===== src/rtl/ram8x4_pkg.sv =====
// Shared sizing constants and FSM state encoding for the 8x4 writable memory.
package ram8x4_pkg;

  localparam int ADDR_W    = 3;
  localparam int DATA_W    = 4;
  localparam int DEPTH     = 2 ** ADDR_W;
  localparam int FILL_STEP = 2;

  typedef enum logic {
    IDLE = 1'b0,
    FILL = 1'b1
  } state_t;

  // Default-image word for a given index, wrapped to the word width.
  function automatic logic [DATA_W-1:0] fill_word(input logic [ADDR_W-1:0] idx);
    return DATA_W'(int'(idx) * FILL_STEP);
  endfunction

endpackage


===== src/rtl/ram8x4_core.sv =====
// Register array: one synchronous write port, one asynchronous read port.
module ram8x4_core
  import ram8x4_pkg::*;
(
  input  logic              clk,
  input  logic              we,
  input  logic [ADDR_W-1:0] waddr,
  input  logic [DATA_W-1:0] wdata,
  input  logic [ADDR_W-1:0] raddr,
  output logic [DATA_W-1:0] rdata
);

  logic [DATA_W-1:0] mem [DEPTH];

  // NOTE: the array has no reset; its contents are defined by the fill FSM.
  always_ff @(posedge clk) begin
    if (we) mem[waddr] <= wdata;
  end

  // Combinational read returns old data during a same-address write.
  assign rdata = mem[raddr];

endmodule


===== src/rtl/ram8x4_writer.sv =====
// Write-side controller for the 8x4 memory: reset-time fill of the default
// image, then single or auto-increment writes over a valid/ready handshake.
module ram8x4_writer
  import ram8x4_pkg::*;
(
  input  logic              clk,
  input  logic              rst,
  input  logic              wr_valid,
  output logic              wr_ready,
  input  logic              wr_burst,
  input  logic [ADDR_W-1:0] wr_addr,
  input  logic [DATA_W-1:0] wr_data,
  output logic              wr_done,
  input  logic              fill_start,
  output logic              fill_busy,
  output logic [ADDR_W-1:0] ptr,
  input  logic [ADDR_W-1:0] rd_addr,
  output logic [DATA_W-1:0] rd_data
);

  state_t            state_q, state_d;
  logic [ADDR_W-1:0] fill_idx;
  logic              fill_last;
  logic              accept;
  logic              mem_we;
  logic [ADDR_W-1:0] mem_waddr;
  logic [DATA_W-1:0] mem_wdata;

  assign fill_last = (fill_idx == ADDR_W'(DEPTH - 1));

  // A pending fill_start blocks writes so a re-fill always wins.
  assign wr_ready  = (state_q == IDLE) && !fill_start && !rst;
  assign fill_busy = (state_q == FILL) || rst;
  assign accept    = wr_valid && wr_ready;

  // NOTE: every output of this block gets a default first, so no latches.
  always_comb begin
    state_d = state_q;
    unique case (state_q)
      FILL:    if (fill_last) state_d = IDLE;
      IDLE:    if (fill_start) state_d = FILL;
      default: state_d = FILL;
    endcase
  end

  always_comb begin
    mem_we    = 1'b0;
    mem_waddr = wr_burst ? ptr : wr_addr;
    mem_wdata = wr_data;
    if (!rst) begin
      if (state_q == FILL) begin
        mem_we    = 1'b1;
        mem_waddr = fill_idx;
        mem_wdata = fill_word(fill_idx);
      end else if (accept) begin
        mem_we = 1'b1;
      end
    end
  end

  // NOTE: sequential state uses non-blocking assignments only.
  always_ff @(posedge clk) begin
    if (rst) begin
      state_q  <= FILL;
      fill_idx <= '0;
      ptr      <= '0;
      wr_done  <= 1'b0;
    end else begin
      state_q <= state_d;
      wr_done <= accept;
      if (state_q == FILL) begin
        fill_idx <= fill_idx + ADDR_W'(1);
        if (fill_last) ptr <= '0;
      end else if (fill_start) begin
        fill_idx <= '0;
      end
      if (accept && wr_burst) ptr <= ptr + ADDR_W'(1);
    end
  end

  ram8x4_core u_core (
    .clk   (clk),
    .we    (mem_we),
    .waddr (mem_waddr),
    .wdata (mem_wdata),
    .raddr (rd_addr),
    .rdata (rd_data)
  );

endmodule


===== config.mk =====
export PLATFORM = sky130hd
export DESIGN_NAME = ram8x4_writer
export DESIGN_NICKNAME = d
export VERILOG_FILES = /design/src/rtl/ram8x4_pkg.sv /design/src/rtl/ram8x4_core.sv /design/src/rtl/ram8x4_writer.sv
export SDC_FILE = /design/constraint.sdc
export NUM_CORES = 1
export LEC_CHECK = 0
export CORE_ASPECT_RATIO = 2
export CORE_MARGIN = 4
export CORE_UTILIZATION = 45
export DETAILED_ROUTE_END_ITERATION = 6
export DONT_BUFFER_PORTS = 1
export GPL_TIMING_DRIVEN = 0
export SLEW_MARGIN = 20
export SYNTH_ARGS = -nofsm -noshare
export SYNTH_HDL_FRONTEND = slang
export SYNTH_SLANG_ARGS = --single-unit
export TNS_END_PERCENT = 100

===== constraint.sdc =====
create_clock -name clk -period 3.6 [get_ports clk]
set_clock_uncertainty 0.15 [all_clocks]
set_input_delay 0.36 -clock clk [delete_from_list [all_inputs] [get_ports clk]]
set_output_delay 0.36 -clock clk [all_outputs]
set_load 0.05 [all_outputs]

# Yosys cells after proc, flatten, opt, wreduce, memory -nomap -nowiden
# Memory sizes are Yosys's and may differ from the RTL's.
# Index checks and enable logic that the tools add are counted.
dict set report classes {
  n_addsub 2
  n_mux 18
  n_reduce_logical 11
  bitwise 1
  eq_ne 1
}
# cell n
set ops {}
lappend ops {{$mux 3} 8}
lappend ops {{$mux 4} 2}
lappend ops {{$mux 1} 7}
lappend ops {{$add 3x1->3 const B} 2}
lappend ops {{$reduce_bool 2->1} 3}
lappend ops {{$logic_and 1x1->1} 4}
lappend ops {{$eq 3x3->1 const B} 1}
lappend ops {{$logic_not 1->1} 2}
lappend ops {{$pmux 1 s2} 1}
lappend ops {{$reduce_and 2->1} 1}
lappend ops {{$logic_or 1x1->1} 1}
lappend ops {{$not 1->1} 1}
dict set report totals {
  output_inout_bits 10
  elab_cells 38
  memories 1
  ram_bits 32
  reg_bits 8
}
# name depth width read_ports rd_clocked_by_memory_dff wr line
set memory_table {}
lappend memory_table {u_core.mem 8 4 1 0 1 ram8x4_core.sv:13} ;# logic [DATA_W-1:0] mem [DEPTH];

# Logic depth before layout (Yosys ltp)
# Gate-level depths: netlist of run 1.
dict set report logic_depth {
  word_depth 9
  mapped_depth 5
  ltp_nobuf 5
}

# Hierarchy
# A second synthesis of run 1 with hierarchy kept.
dict set report unflattened {
  hier_cells 117
  hier_area_um2 1781.7
}
# module cells_each area_each_um2 instances
set modules_own_cells {}
lappend modules_own_cells {ram8x4_core 59 1290.0 1}
lappend modules_own_cells {ram8x4_writer 58 491.7 1}

# Worst setup path after synthesis of run 1
# OpenSTA, ideal clock, no wires.
dict set report synth_timing {
  kind {input port to output port}
  start {in rst}
  end {out wr_ready}
  arrival_time_ps 1692
  slack_ps 1398
  cell_stages 3
  path_buffers 1
  cell_sequence {clkbuf_1 -> or2_1 -> nor2_1}
}
dict set report synth_between {
  elab_chain_cells 2
}
# element line
set synth_rtl {}
lappend synth_rtl {{start: declaration} ram8x4_writer.sv:7} ;# input logic rst,
lappend synth_rtl {{$logic_not 1->1} n/a}
lappend synth_rtl {{$logic_and 1x1->1} ram8x4_writer.sv:32} ;# assign wr_ready = (state_q == IDLE) && !fill_start && !rst;
lappend synth_rtl {{end: declaration} ram8x4_writer.sv:9} ;# output logic wr_ready,
# Every way passes these cells.

# Worst setup path in the final report of run 1
dict set report layout_timing {
  start {reg state_q}
  end {out wr_ready}
}
dict set report layout_between {
  elab_chain_cells 3
}
# element line
set layout_rtl {}
lappend layout_rtl {{start: declaration} ram8x4_writer.sv:21} ;# state_t state_q, state_d;
lappend layout_rtl {{start signal: assignment} ram8x4_writer.sv:69} ;# state_q <= state_d;
lappend layout_rtl {{$not 1->1} ram8x4_writer.sv:32}
lappend layout_rtl {{$logic_and 1x1->1 (2 in series)} ram8x4_writer.sv:32}
# Every way passes these cells.

==> results list, run 1 <==
- Measured along the x axis, the die boundary spans 52.92 um.
- Fraction of final layout cells sized beyond drive strength 1: 13.60%
* Router iterations before antenna repair: 4
- The final-report hold violation count came to 0.
* Final sum of negative setup slack: 0 ns
- Worst Path Buf+Inv: 1
- The worst-case IR drop observed on VDD is 0.5426 mV.
- Of the available clock period, the critical path in the final layout requires 70.40%.
* Total via count in the routed design: 1007
- STA puts the critical path data arrival time at 2.02 ns.
- Critical Path End: wr_ready
- Cell taking the most area after synthesis: sky130_fd_sc_hd__edfxtp_1
- Diode count: 0
* Vertical die dimension: 97.83 um
* Placeable core region: 3884 sq um
- Areal power density over the cells: 486.6 nW/um^2
- Register-to-register setup slack: 1.10 ns
* Chain of cells forming the critical path: buf_4 -> or2_1 -> nor2_1
- Minimum setup slack in the final design: 1.065 ns
* Setup repair after global routing missed its margin: false
- Count of maximum capacitance violations: 0
- Kind of end point of the critical path: output pin
- Number of port buffers: 0
- The clock tree synthesis step divided the H-tree into 2 levels.
* Kind of path behind the tightest hold check: in -> reg
- Share of flip-flops with an asynchronous set or reset: 0%
- Timing analysis after detailed placement gives a worst setup slack of 1.076 ns.
- Leakage: 0.6957 nW
* Num CTS Buffers: 5
* Cell types occupying the most area after synthesis: sky130_fd_sc_hd__edfxtp_1 53%, sky130_fd_sc_hd__mux4_1 12%, sky130_fd_sc_hd__dfxtp_1 8.8%
- In this run, synthesis produced a sequential element count of 40.
- Entering global routing, the biggest net connects 14 pins.
- Clock transition at the registers of the reported paths: 0.08 ns
- Antenna violations before repair: 0
- Top FF cell, synth: sky130_fd_sc_hd__edfxtp_1
- Synth warn: 0
- Post-Synthesis Mean Instance Area: 15.52 sq um
- Finish-stage setup viols: 0
- The run finished with clean final reports.
* Post-synthesis sequential area ratio: 61.75%
* Clock net sink count: 40
* Count of antenna-violating nets left after detailed routing: 0
- DRC marker count from the first detailed-route iteration: 25
- The clock reaches the later pin of the worst-skew pair after 0.29 ns.
- In the final routed layout, each cell accounts on average for 18.35 um.
- Among all stages on the critical path, the largest delay is contributed by sky130_fd_sc_hd__nor2_1.
- Global-route congestion overflow total: 0
* Detailed-route wire length: 3.230 mm
- Share of the synthesized area in the top cell type: 52.93%
- Boundary pin count: 25
* Number of enable flip-flop cells after synthesis: 32
- Counting buffers and inverters, the worst setup path is 3 cells deep.
- Critical path launch point type: flop
* Initial standard-cell utilization of the core: 46.75%
- The worst path needs 2.535 ns of the cycle, external delays included.
* Category of the critical setup timing path: reg -> out
* Max Clk Rate: 394.6 MHz
- Final GP Congestion: 0.8286
- Hold repair after CTS inserted 0 buffers.
- Depth of the worst register-to-register path: 3
* Post-Synthesis Cell Area: 1815 sq um
* Final-layout fill cell count: 363
- Transition at the pin with the smallest max-transition slack: 0.9906 ns
- Gate count of the mapped netlist: 117
- Cells fill 51.26% of the core in the end.
- Total routing usage reported by global routing: 13.94%
- Final net count: 142
- The area growth from synthesis to layout is 9.649%.
- The clock passes through at most 2 buffers.
- Leaving out fill and tap cells, the most frequent cells in the layout are 32 x sky130_fd_sc_hd__edfxtp_1, 8 x sky130_fd_sc_hd__mux4_1, 8 x sky130_fd_sc_hd__nor4_1, 8 x sky130_fd_sc_hd__dfxtp_1, 6 x sky130_fd_sc_hd__nand2_1.
* TritonCTS clock tree: built
* Delay of the slowest cell on the worst path: 0.75 ns
* Top cell family by delay on the critical path: simple AND/OR/NAND/NOR gates
- The startpoint identified for the worst register-to-register timing path is ptr[2]$_SDFFE_PP0P_.
- Via count of the first global-routing pass: 1132
* Post-Syn Nets: 135
- The endpoint identified for the worst register-to-register timing path is u_core.mem[6][3]$_DFFE_PP_.
- Required arrival time at the worst endpoint: 3.09 ns
- Via-per-instance ratio: 5.722
- The max-slew violation count came to 0.
* Root buffer selected by CTS: sky130_fd_sc_hd__clkbuf_8
- The first global-routing pass estimated 5.119 mm of wire.
- The number of gates resized after CTS was 0.
* Start point of the critical path: state_q$_SDFF_PP1_
- Maximum fanout along the worst path: 10
- In this run the tightest slew margin relative to its limit is 33.35%.
* Distinct cell type count after synthesis: 33
- The floorplan step defined a die boundary enclosing 5176 sq um.
* Most common cell after layout, fill and taps aside: sky130_fd_sc_hd__edfxtp_1
- Once the clock tree was built, the setup fixing pass inserted 0 buffers.
* DRC violation count after routing: 0
* Number of standard-cell rows in the floorplan: 32
## how the worst min path moves through the flow
stage / slack [ns] / cells past startpoint / start / endpoint
final: 0.01 / 1 / rst / wr_done$_SDFF_PP0_
after floorplan: 0.30 / 1 / rst / wr_done$_SDFF_PP0_
after global routing: 0.007 / 1 / rst / wr_done$_SDFF_PP0_
after detailed placement: 0.32 / 1 / rst / wr_done$_SDFF_PP0_
after CTS: 0.009 / 1 / rst / wr_done$_SDFF_PP0_
after global placement: 0.32 / 1 / rst / wr_done$_SDFF_PP0_
## final cells by class
class / instances / area, sq um / area share (%)
clock buffer: 5 / 68.82 / 3.457
inverter: 3 / 11.26 / 0.5657
buffer: 5 / 31.28 / 1.571
multi-input combinational: 69 / 651.9 / 32.75
clock inverter: 3 / 42.54 / 2.137
tap: 51 / 63.81 / 3.206
sequential: 40 / 1121 / 56.32
## cell families (layout without fill, tap and decap cells)
kind of cell	count (synthesis)	in the layout	share of synthesized area, %
adder cells (fa/ha/maj)	3	3	2.068
multiplexers	16	16	16.26
buffers and inverters	8	16	2.343
AO/OA/AOI/OAI	15	15	5.513
AND/OR/NAND/NOR	35	35	12.06
flip-flops	40	40	61.75
## synthesized netlist by cell type (all sizes together), types with 3 or more instances
library cell	n
edfxtp	32
dfxtp	8
mux4	8
nor4	8
nand2	6
nor2	5
mux2	4
mux2i	4
a21oi	3
buf	3
ha	3
inv	3
nand3b	3
o21a	3
o21ai	3
## power by group
group	leakage (nW)	internal [W]	switching, W	total, W
logic	0.282	0.0000302	0.0000561	0.0000863
registers	0.360	0.000516	0.00000428	0.000520
clock network	0.0541	0.000205	0.000157	0.000362
## through the flow
stage	hold slack (ns)	power, W	cells	cell area [sq um]
floorplan	0.3048	0.0006004	117	1815
global placement	0.3180	0.0006142	168	1879
detailed placement	0.3174	0.0006179	168	1879
CTS	0.009168	0.0009754	176	1991
global route	0.006703	0.001004	176	1991
finish	0.01275	0.0009687	176	1991
## worst register-to-register path, cell delays in order, from the launching register on
cell	delay, ns
sky130_fd_sc_hd__dfxtp_1	0.69
sky130_fd_sc_hd__mux2i_1	0.24
sky130_fd_sc_hd__o21a_1	0.28
sky130_fd_sc_hd__nor4_1	0.77
## registers in the layout, indices dropped and copies added, names as in the netlist
signal      cells
wr_done         1
u_core.mem     32
state_q         1
ptr             3
fill_idx        3
## layer usage
layer	wire (um)	global-route usage, %	vias up
met1	1036	11.79	490
met5	0	0	-
li1	-	-	482
met4	67	6.693	0
met3	156	3.817	6
met2	1970	27.01	29
Power figures use the tool's default switching activity.
==> inputs of run 2 (changes only) <==
- clock period: 3.6 -> 2.6 ns (I/O delays scaled with it)
==> run 2 against run 1 <==
Against the previous run: hold slack better by 0.030 ns; via count up 1.1%; total power up 39%; critical path type is now reg -> reg; cell count up 1.7%; flip-flop and latch count unchanged; core utilization up 1.3 points.
==> results list, run 2 (same netlist as run 1, synthesis figures left out) <==
* Result of the run: complete, no violations
- The number of flip-flops under the largest register name was 32 (unchanged).
- Boundary pin count: 25 (unchanged)
* Routed met3 length: 156 um (unchanged)
* Post-Layout Inst Area: 2039 sq um (+2.5%)
- Antenna violations before repair: 0 (unchanged)
- In the finished design, the share of the clock period the worst path needs comes to 94.61%.
- The max-slew violation count came to 0 (unchanged).
- Initial standard-cell utilization of the core: 46.75% (unchanged)
- Chain of cells forming the critical path: mux2i_1 -> o21a_1 -> nor4_1
- Root buffer selected by CTS: sky130_fd_sc_hd__clkbuf_8
- The max-cap violation count was 0 (unchanged).
- Number of standard-cell rows in the floorplan: 32 (unchanged)
- Top reg by flops: u_core.mem
* Max Clk Rate: 406.5 MHz
* Placeable core region: 3884 sq um (unchanged)
- Via-per-instance ratio: 5.687 (-0.60%)
- Total Die Area: 5176 sq um (unchanged)
* Reg2reg start: ptr[0]$_SDFFE_PP0P_
- The utilization after layout was 52.51% (+1.3 points).
- The clock latency at the later pin of the worst-skew pair was 0.29 ns (about the same).
- Depth of the worst register-to-register path: 3 (unchanged)
- Time the final worst path needs with I/O delays and setup: 2.460 ns
- The endpoint arrival time on the critical path was 2.23 ns (+0.21 ns).
- Deepest clock path buffer count: 2 (unchanged)
- The share of post-route cells with drive strength above 1 is 15.63% (+2.0 points).
- The buffer count from post-CTS setup fixing was 0 (unchanged).
* Kind of end point of the critical path: flop
- The first-pass iteration count of the detailed router came to 4 (unchanged).
- Wire length of the first global-routing pass: 5.285 mm (+3.2%)
- The relative max-transition margin came to 41.09% (+7.7 points).
- The final-report hold violation count came to 0 (unchanged).
- The critical path ends at u_core.mem[7][1]$_DFFE_PP_.
- The leakage dissipation came to 0.7122 nW (+2.4%).
- DRC marker count from the first detailed-route iteration: 16 (-36%)
* Via count of the first global-routing pass: 1170 (+3.4%)
- Category of the critical setup timing path: reg -> reg
- Most frequent cells in the layout: 32 x sky130_fd_sc_hd__edfxtp_1, 8 x sky130_fd_sc_hd__mux4_1, 8 x sky130_fd_sc_hd__dfxtp_1, 6 x sky130_fd_sc_hd__nand2_1
- The library cell used most frequently in the layout, excluding fill and tap cells, is sky130_fd_sc_hd__edfxtp_1.
- Global-route congestion overflow total: 0 (unchanged)
- Final GP Congestion: 0.8286 (unchanged)
- Number of port buffers: 0 (unchanged)
- The wire length per cell was 18.26 um (-0.52%).
* DRC violation count after routing: 0 (unchanged)
* Htree depth: 2 (unchanged)
- Delay of the slowest cell on the worst path: 0.77 ns (+0.02 ns)
* Count of antenna-violating nets left after detailed routing: 0 (unchanged)
* Overall power after layout: 0.001344 W (+39%)
- Met2 wire len: 2.042 mm (+3.7%)
- From synthesis to final layout, the design area changed by 12.34%.
- Final-layout fill cell count: 361 (-0.55%)
- The detailed-route wire length on metal 1 came to 1.000 mm (-3.5%).
* Peak supply drop: 0.7478 mV (+38%)
- Maximum fanout along the worst path: 4 (-6)
- Diode count: 0 (unchanged)
- Horizontal die dimension: 52.92 um (unchanged)
* Critical path launch point type: flop
- Start point of the critical path: ptr[0]$_SDFFE_PP0P_
- The net total in the final layout is 145 (+2.1%).
- Setup repair after global routing missed its margin: true
- The number of instances on the worst hold path is 3 (+2).
- Signal routing reaches up to met4.
- The power per cell area was 659.0 nW/um^2 (+35%).
- Detailed-route wire length: 3.268 mm (+1.2%)
* Clock net sink count: 40 (unchanged)
- The clock slew seen by the registers of the worst setup and hold paths came to 0.08 ns (about the same).
* Pin count of the biggest net entering global routing: 14 (unchanged)
- The transition time at the pin with the least slew margin is 0.8804 ns (-0.1102 ns).
* Sequential standard cell area: 1121 sq um (unchanged)
* Vertical die dimension: 97.83 um (unchanged)
- Finish-stage setup viols: 0 (unchanged)
- The worst hold path belongs to the class in -> reg.
- The routed via count is 1018 (+1.1%).
- TritonCTS built the clock tree.
* Footprint of the multi-input gates: 670.6 sq um (+2.9%)
- Biggest registers after layout: u_core.mem x32, fill_idx x3, ptr x3
* Register-to-register setup slack: 0.14 ns (-0.96 ns)
* Cell with the largest stage delay on the worst path: sky130_fd_sc_hd__nor4_1
- The required time of the worst setup path came to 2.37 ns (-0.72 ns).
- The endpoint identified for the worst register-to-register timing path is u_core.mem[7][1]$_DFFE_PP_.
- Cell Area, Placed: 1879 sq um (unchanged)
- Total routing usage reported by global routing: 14.33% (+0.40 points)
* Num CTS Buffers: 5 (unchanged)
[run 2: metal layers]
| layer | up-vias | global-route usage (%) |
|---|---|---|
| met5 | - | 0 |
| met4 | 0 | 6.693 |
| met3 | 7 | 3.817 |
| met2 | 30 | 28.16 |
| met1 | 492 | 11.90 |
| li1 | 489 | - |
[run 2: what timing repair did]
item | CTS | global route
setup endpoints to repair | 0 | 8
hold buffers | 3 | 0
endpoints found under the hold margin | 2 | 0
resized for setup | 0 | 3
[run 2: worst min path at each step]
stage / endpoint / slack, ns / startpoint
global placement: wr_done$_SDFF_PP0_ / 0.22 / rst
global route: fill_idx[2]$_SDFFE_PP0P_ / 0.06 / fill_start
finish: fill_idx[2]$_SDFFE_PP0P_ / 0.04 / fill_start
CTS: fill_idx[2]$_SDFFE_PP0P_ / 0.04 / fill_start
floorplan: wr_done$_SDFF_PP0_ / 0.20 / rst
detailed placement: wr_done$_SDFF_PP0_ / 0.22 / rst
[run 2: worst max-delay path: cells and delay by family, from the launching register on]
kind	cells	cell delay [ns]
muxes	1	0.20
and+or+nand+nor	1	0.77
DFF	1	0.70
AOI/OAI and AO/OA	1	0.27
[run 2: cell type report]
type,count,share of cell area (%)
flip-flops and latches,40,54.97
multi-input cells,69,32.88
clock buffers,5,3.374
well taps,51,3.129
clock inverters,3,2.086
plain buffers,5,1.534
repair buffers,3,1.472
inverters,3,0.5521
[run 2: power by group]
group	internal (W)	leakage [nW]	switching [W]
Clock	0.000284	0.0541	0.000215
Sequential	0.000714	0.360	0.00000592
Combinational	0.0000444	0.298	0.0000808
Total	0.00104	0.712	0.000302
[run 2: through the flow]
step                worst slack [ns]  hold slack (ns)  instances  setup TNS [ns]
finish                        0.1402          0.04256        179               0
global route               -0.004728          0.06217        179        -0.01094
CTS                          0.06616          0.03836        179               0
detailed placement           0.07648           0.2174        168               0
global placement              0.1318           0.2180        168               0
floorplan                     0.4808           0.2048        117               0
